### config.mk
export PLATFORM = sky130hd
export DESIGN_NAME = alu_sequencer_flat
export DESIGN_NICKNAME = d
export VERILOG_FILES = /design/src/rtl/alu_sequencer_if.sv /design/src/rtl/alu_sequencer.sv /design/src/flat_wrapper.sv
export SDC_FILE = /design/constraint.sdc
export NUM_CORES = 1
export LEC_CHECK = 0
export CAP_MARGIN = 30
export CORE_MARGIN = 4
export CORE_UTILIZATION = 38
export DETAILED_ROUTE_END_ITERATION = 10
export PLACE_DENSITY = 0.85
export SETUP_SLACK_MARGIN = 0.4
export SLEW_MARGIN = 40
export SYNTH_ARGS = -nofsm -noshare
export SYNTH_HDL_FRONTEND = slang
export SYNTH_SLANG_ARGS = --single-unit
### constraint.sdc
create_clock -name clk -period 1.5 [get_ports clk]
set_input_delay 0.15 -clock clk [delete_from_list [all_inputs] [get_ports clk]]
set_output_delay 0.15 -clock clk [all_outputs]
set_load 0.005 [all_outputs]
### src/rtl/alu_sequencer_if.sv
// Bundle of the request, response and ALU-side signals of the ALU sequencer.
// The slave view belongs to the sequencer; the master view is the surrounding
// environment (request producer, response consumer and the external ALU).
interface alu_sequencer_if;
    logic        req_valid;
    logic        req_ready;
    logic [3:0]  req_op;
    logic [15:0] req_a;
    logic [15:0] req_b;
    logic        req_setf;
    logic [2:0]  req_cond;

    logic        resp_valid;
    logic        resp_ready;
    logic [15:0] resp_data;
    logic [3:0]  resp_flags;
    logic        resp_taken;

    logic [3:0]  alu_opcode;
    logic [15:0] alu_src1;
    logic [15:0] alu_src2;
    logic        alu_out_en;
    logic [15:0] alu_out;
    logic [3:0]  alu_flags;

    modport slave (
        input  req_valid, req_op, req_a, req_b, req_setf, req_cond,
        input  resp_ready, alu_out, alu_flags,
        output req_ready, resp_valid, resp_data, resp_flags, resp_taken,
        output alu_opcode, alu_src1, alu_src2, alu_out_en
    );

    modport master (
        output req_valid, req_op, req_a, req_b, req_setf, req_cond,
        output resp_ready, alu_out, alu_flags,
        input  req_ready, resp_valid, resp_data, resp_flags, resp_taken,
        input  alu_opcode, alu_src1, alu_src2, alu_out_en
    );
endinterface

### src/rtl/alu_sequencer.sv
// ALU sequencer: accepts one request at a time, holds its operands on an
// external registered ALU, lets the ALU update its flags when asked, and
// returns the result, flags and evaluated branch condition.
// Flags are ordered O C N Z (bit 3 down to bit 0).
module alu_sequencer (
    input  logic            clk,
    input  logic            rst,
    alu_sequencer_if.slave  bus
);

    typedef enum logic [1:0] {
        IDLE  = 2'd0,
        ISSUE = 2'd1,
        FLAG  = 2'd2,
        RESP  = 2'd3
    } state_t;

    state_t      state_q;
    state_t      state_d;

    logic [3:0]  op_q;
    logic [15:0] a_q;
    logic [15:0] b_q;
    logic        setf_q;
    logic [2:0]  cond_q;
    logic [15:0] respData_q;

    logic        accept;
    logic        taken;

    assign accept = bus.req_valid && (state_q == IDLE);

    // State register; reset returns to IDLE from anywhere, even mid-operation.
    always_ff @(posedge clk) begin
        if (rst) begin
            state_q <= IDLE;
        end else begin
            state_q <= state_d;
        end
    end

    // Latch the request on a handshake only, so requests outside IDLE are dropped.
    always_ff @(posedge clk) begin
        if (rst) begin
            op_q   <= 4'd0;
            a_q    <= 16'd0;
            b_q    <= 16'd0;
            setf_q <= 1'b0;
            cond_q <= 3'd0;
        end else if (accept) begin
            op_q   <= bus.req_op;
            a_q    <= bus.req_a;
            b_q    <= bus.req_b;
            setf_q <= bus.req_setf;
            cond_q <= bus.req_cond;
        end
    end

    // Capture the ALU result on the FLAG->RESP edge so it stays stable while in RESP.
    always_ff @(posedge clk) begin
        if (rst) begin
            respData_q <= 16'd0;
        end else if (state_q == FLAG) begin
            respData_q <= bus.alu_out;
        end
    end

    // Next-state and handshake/enable outputs; the flag enable fires in FLAG
    // while the operands are still held so the ALU flags match this operation.
    always_comb begin
        state_d        = state_q;
        bus.req_ready  = 1'b0;
        bus.resp_valid = 1'b0;
        bus.alu_out_en = 1'b0;
        case (state_q)
            IDLE: begin
                bus.req_ready = 1'b1;
                if (bus.req_valid) begin
                    state_d = ISSUE;
                end
            end
            ISSUE: begin
                state_d = FLAG;
            end
            FLAG: begin
                bus.alu_out_en = setf_q;
                state_d        = RESP;
            end
            RESP: begin
                bus.resp_valid = 1'b1;
                if (bus.resp_ready) begin
                    state_d = IDLE;
                end
            end
            default: begin
                state_d = IDLE;
            end
        endcase
    end

    // Branch condition decode on the current ALU flags {O, C, N, Z}.
    always_comb begin
        taken = 1'b1;
        case (cond_q)
            3'b000:  taken = 1'b1;
            3'b001:  taken = bus.alu_flags[0];
            3'b010:  taken = ~bus.alu_flags[0];
            3'b011:  taken = bus.alu_flags[2];
            3'b100:  taken = ~bus.alu_flags[2];
            3'b101:  taken = bus.alu_flags[1];
            3'b110:  taken = ~bus.alu_flags[1];
            3'b111:  taken = bus.alu_flags[3];
            default: taken = 1'b1;
        endcase
    end

    assign bus.alu_opcode = op_q;
    assign bus.alu_src1   = a_q;
    assign bus.alu_src2   = b_q;
    assign bus.resp_data  = respData_q;
    assign bus.resp_flags = bus.alu_flags;
    assign bus.resp_taken = taken;

endmodule

### src/flat_wrapper.sv
// flat-port wrapper written by rule: the top's interface ports become plain ports
module alu_sequencer_flat 
  (clk, rst, bus_req_valid, bus_req_op, bus_req_a, bus_req_b, bus_req_setf, bus_req_cond, bus_resp_ready, bus_alu_out, bus_alu_flags, bus_req_ready, bus_resp_valid, bus_resp_data, bus_resp_flags, bus_resp_taken, bus_alu_opcode, bus_alu_src1, bus_alu_src2, bus_alu_out_en);
  alu_sequencer_if bus_i ();
  input  logic clk;
  input  logic rst;
  input wire logic [$bits(bus_i.req_valid)-1:0] bus_req_valid;
  input wire logic [$bits(bus_i.req_op)-1:0] bus_req_op;
  input wire logic [$bits(bus_i.req_a)-1:0] bus_req_a;
  input wire logic [$bits(bus_i.req_b)-1:0] bus_req_b;
  input wire logic [$bits(bus_i.req_setf)-1:0] bus_req_setf;
  input wire logic [$bits(bus_i.req_cond)-1:0] bus_req_cond;
  input wire logic [$bits(bus_i.resp_ready)-1:0] bus_resp_ready;
  input wire logic [$bits(bus_i.alu_out)-1:0] bus_alu_out;
  input wire logic [$bits(bus_i.alu_flags)-1:0] bus_alu_flags;
  output wire logic [$bits(bus_i.req_ready)-1:0] bus_req_ready;
  output wire logic [$bits(bus_i.resp_valid)-1:0] bus_resp_valid;
  output wire logic [$bits(bus_i.resp_data)-1:0] bus_resp_data;
  output wire logic [$bits(bus_i.resp_flags)-1:0] bus_resp_flags;
  output wire logic [$bits(bus_i.resp_taken)-1:0] bus_resp_taken;
  output wire logic [$bits(bus_i.alu_opcode)-1:0] bus_alu_opcode;
  output wire logic [$bits(bus_i.alu_src1)-1:0] bus_alu_src1;
  output wire logic [$bits(bus_i.alu_src2)-1:0] bus_alu_src2;
  output wire logic [$bits(bus_i.alu_out_en)-1:0] bus_alu_out_en;
  assign bus_i.req_valid = bus_req_valid;
  assign bus_i.req_op = bus_req_op;
  assign bus_i.req_a = bus_req_a;
  assign bus_i.req_b = bus_req_b;
  assign bus_i.req_setf = bus_req_setf;
  assign bus_i.req_cond = bus_req_cond;
  assign bus_i.resp_ready = bus_resp_ready;
  assign bus_i.alu_out = bus_alu_out;
  assign bus_i.alu_flags = bus_alu_flags;
  assign bus_req_ready = bus_i.req_ready;
  assign bus_resp_valid = bus_i.resp_valid;
  assign bus_resp_data = bus_i.resp_data;
  assign bus_resp_flags = bus_i.resp_flags;
  assign bus_resp_taken = bus_i.resp_taken;
  assign bus_alu_opcode = bus_i.alu_opcode;
  assign bus_alu_src1 = bus_i.alu_src1;
  assign bus_alu_src2 = bus_i.alu_src2;
  assign bus_alu_out_en = bus_i.alu_out_en;
  alu_sequencer u_core (.clk(clk), .rst(rst), .bus(bus_i));
endmodule
Yosys cells after proc, flatten, opt, wreduce, memory -nomap -nowiden
Cells that the tools add are included.
{ "totals": {"reg_bits": 58, "inputBits": 64, "out_inout_bits": 60} }
{ "op_classes": {"n_reduce_logical": 4, "eq_ne": 12, "n_bitwise": 3, "muxes": 7} }
{ "ops": {"columns": ["operator", "n"], "rows": [
  ["3-bit == test (second input constant)", 4],
  ["1-bit case mux with 8 select lines", 1],
  ["2-bit case mux with 4 select lines", 1],
  ["3-bit by 2-bit == test with 1-bit output (second input constant)", 2],
  ["2-bit == test (second input constant)", 2],
  ["2-bit two-way mux", 2],
  ["2-bit inequality test (second input constant)", 2],
  ["3-bit by 1-bit == test with 1-bit output (second input constant)", 1],
  ["3-bit logical NOT", 1],
  ["1-bit two-way mux", 3],
  ["1-bit NOT", 3],
  ["2-bit by 1-bit == test with 1-bit output (second input constant)", 1],
  ["2-bit logical NOT", 1],
  ["2-bit AND reduction", 1],
  ["1-bit logical AND", 1]
]} }

Logic depth before layout (Yosys ltp)
Gate-level depths: netlist (run 1).
{ "depth": {"word_depth": 3, "depth_mapped": 7, "depth_no_buf": 5} }

Least setup slack after synthesis (run 1)
OpenSTA, ideal clock, no wires.
{ "synth_timing": {"kind": "flip-flop to flip-flop", "startpoint": "register u_core.state_q[0]", "endpoint": "register u_core.state_q[1]", "path_slack_ps": 216, "t_arrival_ps": 1214, "t_required_ps": 1430, "setup_ps": 70, "path_stages_with_launch": 6, "path_buffers": 0, "period_less_slack_ps": 1284, "cell_sequence": "dfxtp_1 inv_1 ha_1 nor2b_1 or3b_1 a21oi_1"} }
{ "synth_via": {"elab_chain_cells": 3} }
{ "synth_rtl": {"columns": ["element", "line_no", "source"], "rows": [
  ["from (decl)", "alu_sequencer.sv:18", "state_t state_q;"],
  ["from (signal assigned)", "alu_sequencer.sv:38", "state_q <= state_d;"],
  ["2-bit == test or 2-bit logical NOT (tied branches)", "alu_sequencer.sv:75", "case (state_q)"],
  ["2-bit inequality test (no line)", null, null],
  ["2-bit AND reduction (no line)", null, null]
]} }
Parallel ways exist; a longest one is shown, timed or not.
A chain may end at the register's enable or synchronous reset.

Worst setup path after layout (run 1)
{ "layout_timing": {"startpoint": "register u_core.cond_q[2]", "endpoint": "output bus_resp_taken"} }
{ "layout_via": {"elab_chain_cells": 2} }
{ "layout_rtl": {"columns": ["element", "line_no", "source"], "rows": [
  ["from (decl)", "alu_sequencer.sv:25", "logic [2:0] cond_q;"],
  ["from (signal assigned)", "alu_sequencer.sv:55", "cond_q <= bus.req_cond;"],
  ["3-bit == test, or another cell as far along", "alu_sequencer.sv:104", "case (cond_q)"],
  ["1-bit case mux with 8 select lines (*)", "alu_sequencer.sv:104", null],
  ["to (decl)", "flat_wrapper.sv:20", "output wire logic [$bits(bus_i.resp_taken)-1:0] bus_resp_taken;"]
]} }
Mark *: on every way between the ends. The rest lies on a longest branch, timed or not.

==> reports/summary.txt, run 1 <==
Clk Tree Root Cell = clkbuf_8
all-layer global routing usage = 21.2%
CTS sink cnt = 58
R2R Setup Slk = 60 ps
CTS tree = built
worst r2r src = u_core.state_q[0]
die height = 84.0 um
CP Launch Type = register
hold path endpoint = u_core.bus.alu_src1[11]
first-pass GRT wire length = 12.2 mm
final WL = 9.17 mm
WHS Path Cells = 2
floorplan row count = 27
skew final = 10.3 ps
FILL cells = 284
H-tree Lvls = 3
Min Hold Slack = 320 ps
minimum clock period = 1640 ps
critical path data arrival time = 1490 ps
IO Pins = 124
syn avg cell area = 8.56 um2
Critical Path Sink Type = output pin
Max-Slew Margin vs Limit = 57.0%
antenna violations before repair = 0
Synth-to-Final Area Change = 117%
Synth Cell Area = 2190 um2
highest clock rate = 609 MHz
WS Path Type = register to output pin
Die Width = 84.0 um
Leak = 2.09 nW
Req. time, crit path = 1350 ps
average wire per standard cell = 19.2 um
Worst Max-Slew Pin Slew = 645 ps
IO Port Bufs = 123
Netlist cell types = 22
largest net degree at the start of global routing = 23
placed cells = 439
Min-Delay Path Class = input port to register
Worst VDD drop = 0.00115 V
vias in the first global route = 2550
core region area = 5540 um2
via count = 2428
layout cells sized above 1 = 45.9%
Die ar. = 7050 um2
first-iteration detailed-routing DRC count = 72
dpl cell area = 3490 um2
Max Buffers Root-to-Sink = 2
fin util = 85.9%
Post-Syn Instances = 256
count of warnings emitted by yosys = 0
RSZ-0062 raised after global routing = true
Final setup viols = 1
power after layout = 7.96 mW
Seq cells post-synth = 58
min-delay src = rst
Synthesized Nets = 324
design area = 4760 um2
final max-slew violation count = 0
Ant. Diodes = 0
max-cap viol count = 0
HPWL after DPL = 4.46 mm
period utilization = 110%
final worst setup slack = -143 ps
clock-pin slew of the registers on the worst-case setup and hold paths = 70 ps
sequential fraction of the synthesis area = 53.0%
grt ovf = 0
DR DRC count = 0
final hold vios = 0
CTS Hold Buffers Added = 0
Routed Antenna Nets = 0
failing checks = negative setup slack
Pre-antenna DRT Iters = 4
gpl congestion = 0.785
worst-path fanout max = 5
Crit Reg-Reg Endpoint = u_core.bus.alu_src1[10]
Skew-Pair Late Insertion Delay = 350 ps
R2R cell count = 8
vias per cell = 5.09
Non-Filler Instances = 477
outcome = complete, but fails checks
TritonCTS Buffers = 9
PwrDens = 1670 nW/um2
starting density of the core = 39.6%
fin nets = 468
-- routing by layer --
| metal | vias to the layer above | part of all wire [%] | global-route usage (%) |
|---|---|---|---|
| met3 | 30 | 6.1 | 8.39 |
| li1 | 1132 | - | - |
| met1 | 1163 | 36 | 23.9 |
| met4 | 0 | 3.6 | 7.60 |
| met2 | 103 | 54 | 36.2 |
| met5 | - | 0 | 0 |
-- power by group --
part           switching, mW  total [mW]  internal [mW]
clock                  0.659        1.73           1.07
combinational           1.83        4.09           2.26
sequential             0.247        2.15           1.90
-- synth_stat cells --
| cell | number | share of area, % |
|---|---|---|
| a21oi_1 | 41 | 9.4 |
| a311oi_1 | 1 | 0.40 |
| and2_1 | 2 | 0.57 |
| and4b_1 | 1 | 0.46 |
| and4bb_2 | 1 | 0.57 |
| buf_2 | 7 | 1.6 |
| buf_4 | 7 | 2.4 |
| clkbuf_1 | 7 | 1.2 |
| dfxtp_1 | 58 | 53 |
| ha_1 | 4 | 2.3 |
| inv_1 | 3 | 0.51 |
| mux2i_1 | 17 | 7.8 |
| nand2_1 | 81 | 14 |
| nor2_1 | 16 | 2.7 |
| nor2b_1 | 2 | 0.57 |
| nor3_1 | 2 | 0.46 |
| nor3b_2 | 1 | 0.57 |
| nor4_1 | 1 | 0.29 |
| nor4bb_1 | 1 | 0.46 |
| o21a_1 | 1 | 0.34 |
| o21ai_0 | 1 | 0.23 |
| or3b_1 | 1 | 0.40 |
-- flip-flops by register name, summed over array words and instances (netlist names) --
register / flops
u_core.bus.alu_src2: 16
u_core.cond_q: 3
u_core.bus.alu_src1: 16
u_core.bus.alu_opcode: 4
u_core.bus.resp_data: 16
u_core.state_q: 2
u_core.setf_q: 1
-- worst max-delay path, stage by stage, from the launching register on --
cell,delay [ps]
dfxtp_2,370
and4bb_2,240
a311oi_1,180
nor3b_2,210
buf_2,150
-- cell type report --
class | count | area (um2) | share of cell area (%)
repair buffers | 154 | 1670 | 35.1
flip-flops and latches | 58 | 1190 | 25.0
inverters | 3 | 18.8 | 0.394
clock buffers | 12 | 165 | 3.47
well taps | 72 | 90.1 | 1.89
clock inverters | 4 | 72.6 | 1.52
multi-input cells | 174 | 1550 | 32.6
-- metrics by stage --
stage                     setup TNS [ps]  worst slack, ps
final                               -143             -143
after global routing                -242             -242
after CTS                          -76.1            -76.1
after detailed placement            -404             -404
after global placement              -406             -406
after floorplan                        0              307
-- worst max path at each step --
stage / start / end / slack, ps / cells after the start
finish: u_core.cond_q[2] / bus_resp_taken / -140 / 4
global route: u_core.cond_q[0] / bus_resp_taken / -240 / 4
CTS: u_core.cond_q[2] / bus_resp_taken / -80 / 4
detailed placement: bus_alu_flags[2] / bus_resp_taken / -400 / 5
global placement: bus_alu_flags[2] / bus_resp_taken / -410 / 5
floorplan: u_core.state_q[1] / u_core.state_q[1] / 310 / 5
-- timing repair --
action | 4_1_cts | 5_1_grt
pin swaps | 38 | 48
resized for setup | 210 | 111
buffers inserted | 8 | 7
cloned | 7 | 0
endpoints found under the setup margin | 118 | 86
-- placed cells by master, fill, tap and decap left out, types with 2 or more instances in the layout --
cell type | Yosys | routed
mux2i_2 | 0 | 2
nand2_1 | 81 | 28
nand2_4 | 0 | 49
clkbuf_8 | 0 | 12
dlygate4sd2_1 | 0 | 32
dfxtp_2 | 0 | 19
mux2i_1 | 17 | 15
buf_2 | 7 | 2
clkdlybuf4s15_1 | 0 | 19
and2_4 | 0 | 2
clkdlybuf4s50_1 | 0 | 62
nand2_2 | 0 | 3
nor2_1 | 16 | 16
a21oi_2 | 0 | 39
buf_12 | 0 | 7
clkbuf_2 | 0 | 5
buf_16 | 0 | 7
bufinv_16 | 0 | 2
dfxtp_1 | 58 | 38
nor2b_4 | 0 | 2
buf_6 | 0 | 15
buf_4 | 7 | 4
ha_4 | 0 | 4
-- kinds of logic (layout without fill, tap and decap cells) --
group	Yosys count	after routing	share of synthesized area, %
simple gates	109	109	20.9
flops	58	58	53.0
compound gates	44	44	10.3
buf+inv	24	173	5.71
mux	17	17	7.76
fa+ha+maj	4	4	2.28
Note: power is estimated with default switching activity, not from simulation.
==> run 2, diff against run 1 <==
- CORE_MARGIN: 4 -> unset
- PLACE_DENSITY: 0.85 -> 0.86
==> run 2 against run 1 <==
Effect of this change: the run still ends with negative setup slack left; hold slack improved by 37 ps; first-iteration DRC count up 28%; non-clock buffer count decreased by 7; cell count shrank 1.5%; sequential cell count is the same; critical path depth is the same; maximum frequency is 4.1% higher; sequential power fell by 3%; largest power group unchanged.
==> reports/summary.txt, run 2 (synthesis gave the netlist of run 1 again) <==
first-iteration detailed-routing DRC count = 92
final max-slew violation count = 0
TritonCTS Buffers = 9
Max Buffers Root-to-Sink = 2
CTS tree = built
sequential share of power = 29.8%
Ant. Diodes = 0
fin util = 80.4%
period utilization = 105%
Clk pwr share = 20.8%
average wire per standard cell = 15.5 um
clock-pin slew of the registers on the worst-case setup and hold paths = 70 ps
IO Port Bufs = 123
Max stage delay cell, worst path = dfxtp_2
worst-path fanout max = 5
Leak = 2.00 nW
Synth-to-Final Area Change = 103%
critical path data arrival time = 1430 ps
CP Launch Type = register
H-tree Lvls = 3
Max-Slew Margin vs Limit = 68.8%
hold path endpoint = u_core.bus.alu_src2[0]
Die Width = 78.0 um
largest net degree at the start of global routing = 31
Routed Antenna Nets = 0
DR DRC count = 0
FILL cells = 354
CTS sink cnt = 58
Min-Delay Path Class = input port to register
max-cap viol count = 0
Cell Chain, Critical Path = and4bb_2 -> a311oi_2 -> nor3b_2 -> buf_2
final worst setup slack = -78.6 ps
Pre-antenna DRT Iters = 6
die height = 78.0 um
worst path bufs/invs = 1
first-pass GRT wire length = 11.1 mm
HPWL after DPL = 4.14 mm
Logic pwr share = 49.5%
Die ar. = 6080 um2
leading cell type in the layout, fill and taps excluded = clkdlybuf4s50_1
all-layer global routing usage = 23.7%
vias per cell = 4.87
skew final = 10.0 ps
Final setup viols = 1
Worst VDD drop = 0.00130 V
layout cells sized above 1 = 38.4%
PwrDens = 1570 nW/um2
min-delay src = rst
cell internal pwr = 4.64 mW
R2R Setup Slk = 60 ps
Crit Reg-Reg Endpoint = u_core.bus.alu_src2[6]
switching part of the total power = 33.6%
minimum clock period = 1580 ps
delay-heaviest family, CP = simple AND/OR/NAND/NOR gates
setup TNS = -78.6 ps
via count = 2291
floorplan row count = 27
IO Pins = 124
antenna violations before repair = 0
Clk Tree Root Cell = clkbuf_8
Worst Max-Slew Pin Slew = 468 ps
fin nets = 461
Critical Path Sink Type = output pin
WHS Path Cells = 3
Req. time, crit path = 1350 ps
WS Path Type = register to output pin
starting density of the core = 39.6%
RSZ-0062 raised after global routing = true
P_sw = 2.35 mW
failing checks = negative setup slack
vias in the first global route = 2354
Skew-Pair Late Insertion Delay = 320 ps
R2R cell count = 8
gpl congestion = 0.679
core region area = 5540 um2
final hold vios = 0
most frequent cells in the layout = clkdlybuf4s50_1 (61), dlygate4sd2_1 (54), dfxtp_1 (45)
CTS Hold Buffers Added = 0
grt ovf = 0
final WL = 7.30 mm
outcome = complete, but fails checks
worst r2r src = u_core.state_q[1]
highest clock rate = 633 MHz
Crit path largest cell delay = 370 ps
[run 2: changes by cell type in the layout (fill, tap and decap cells not counted), moves of 2 or more]
cell	change
buf_16	-3
buf_6	-6
clkbuf_1	+3
clkbuf_2	-5
clkdlybuf4s15_1	-16
dfxtp_1	+7
dfxtp_2	-7
dlygate4sd2_1	+22
inv_4	+2
nand2_1	+12
nand2_4	-11
[run 2: cell type report]
cell class	instances	area, um2	area share [%]
repair buffers	147	1530	34.2
well taps	72	90.1	2.02
clock buffers	14	163	3.65
multi-input cells	174	1450	32.4
clock inverters	2	35.0	0.787
inverters	3	16.3	0.365
flip-flops and latches	58	1180	26.5
[run 2: how the worst max path moves through the flow]
stage,cells after the start,from,endpoint,slack (ps)
after floorplan,5,u_core.state_q[1],u_core.state_q[1],310
after global placement,5,bus_alu_flags[2],bus_resp_taken,-370
after detailed placement,5,bus_alu_flags[2],bus_resp_taken,-450
after CTS,4,u_core.cond_q[2],bus_resp_taken,-90
after global routing,4,u_core.cond_q[2],bus_resp_taken,-150
final,4,u_core.cond_q[2],bus_resp_taken,-80
[run 2: worst reg2reg max path, stage by stage, from the launching register on]
cell	delay, ps
dfxtp_4	340
buf_6	120
inv_4	50
ha_4	150
and2_4	250
buf_12	130
buf_16	140
nand2_4	60
a21oi_2	120
[run 2: what timing repair did]
item / in CTS / in global routing
pin swaps: 24 / 18
buffers inserted: 9 / 0
setup endpoints to repair: 118 / 65
gates cloned: 5 / 0
gates resized for setup: 210 / 39
[run 2: power by group through the flow]
stage,Combinational (mW),Clock (mW),Sequential [mW]
after floorplan,1.14,0,2.10
after global placement,2.04,0,2.07
after detailed placement,2.09,0,2.09
after CTS,3.14,1.46,2.06
after global routing,3.68,1.56,2.12
final,3.46,1.45,2.08
[run 2: metrics by stage]
step | cell area, um2 | hold WS, ps | instances | setup slack (ps) | power [mW]
after floorplan | 2260 | 286 | 256 | 307 | 3.24
after global placement | 3510 | 440 | 440 | -374 | 4.11
after detailed placement | 3510 | 445 | 440 | -450 | 4.18
after CTS | 4300 | 329 | 470 | -89.8 | 6.66
after global routing | 4450 | 354 | 470 | -154 | 7.36
final | 4450 | 356 | 470 | -78.6 | 6.99
[run 2: routing by layer]
layer / vias up / GRT usage (%) / wire length (um)
met4: 0 / 9.26 / 151
met5: - / 0 / 0
met2: 90 / 42.5 / 3910
li1: 1110 / - / -
met3: 16 / 5.76 / 389
met1: 1075 / 26.8 / 2860
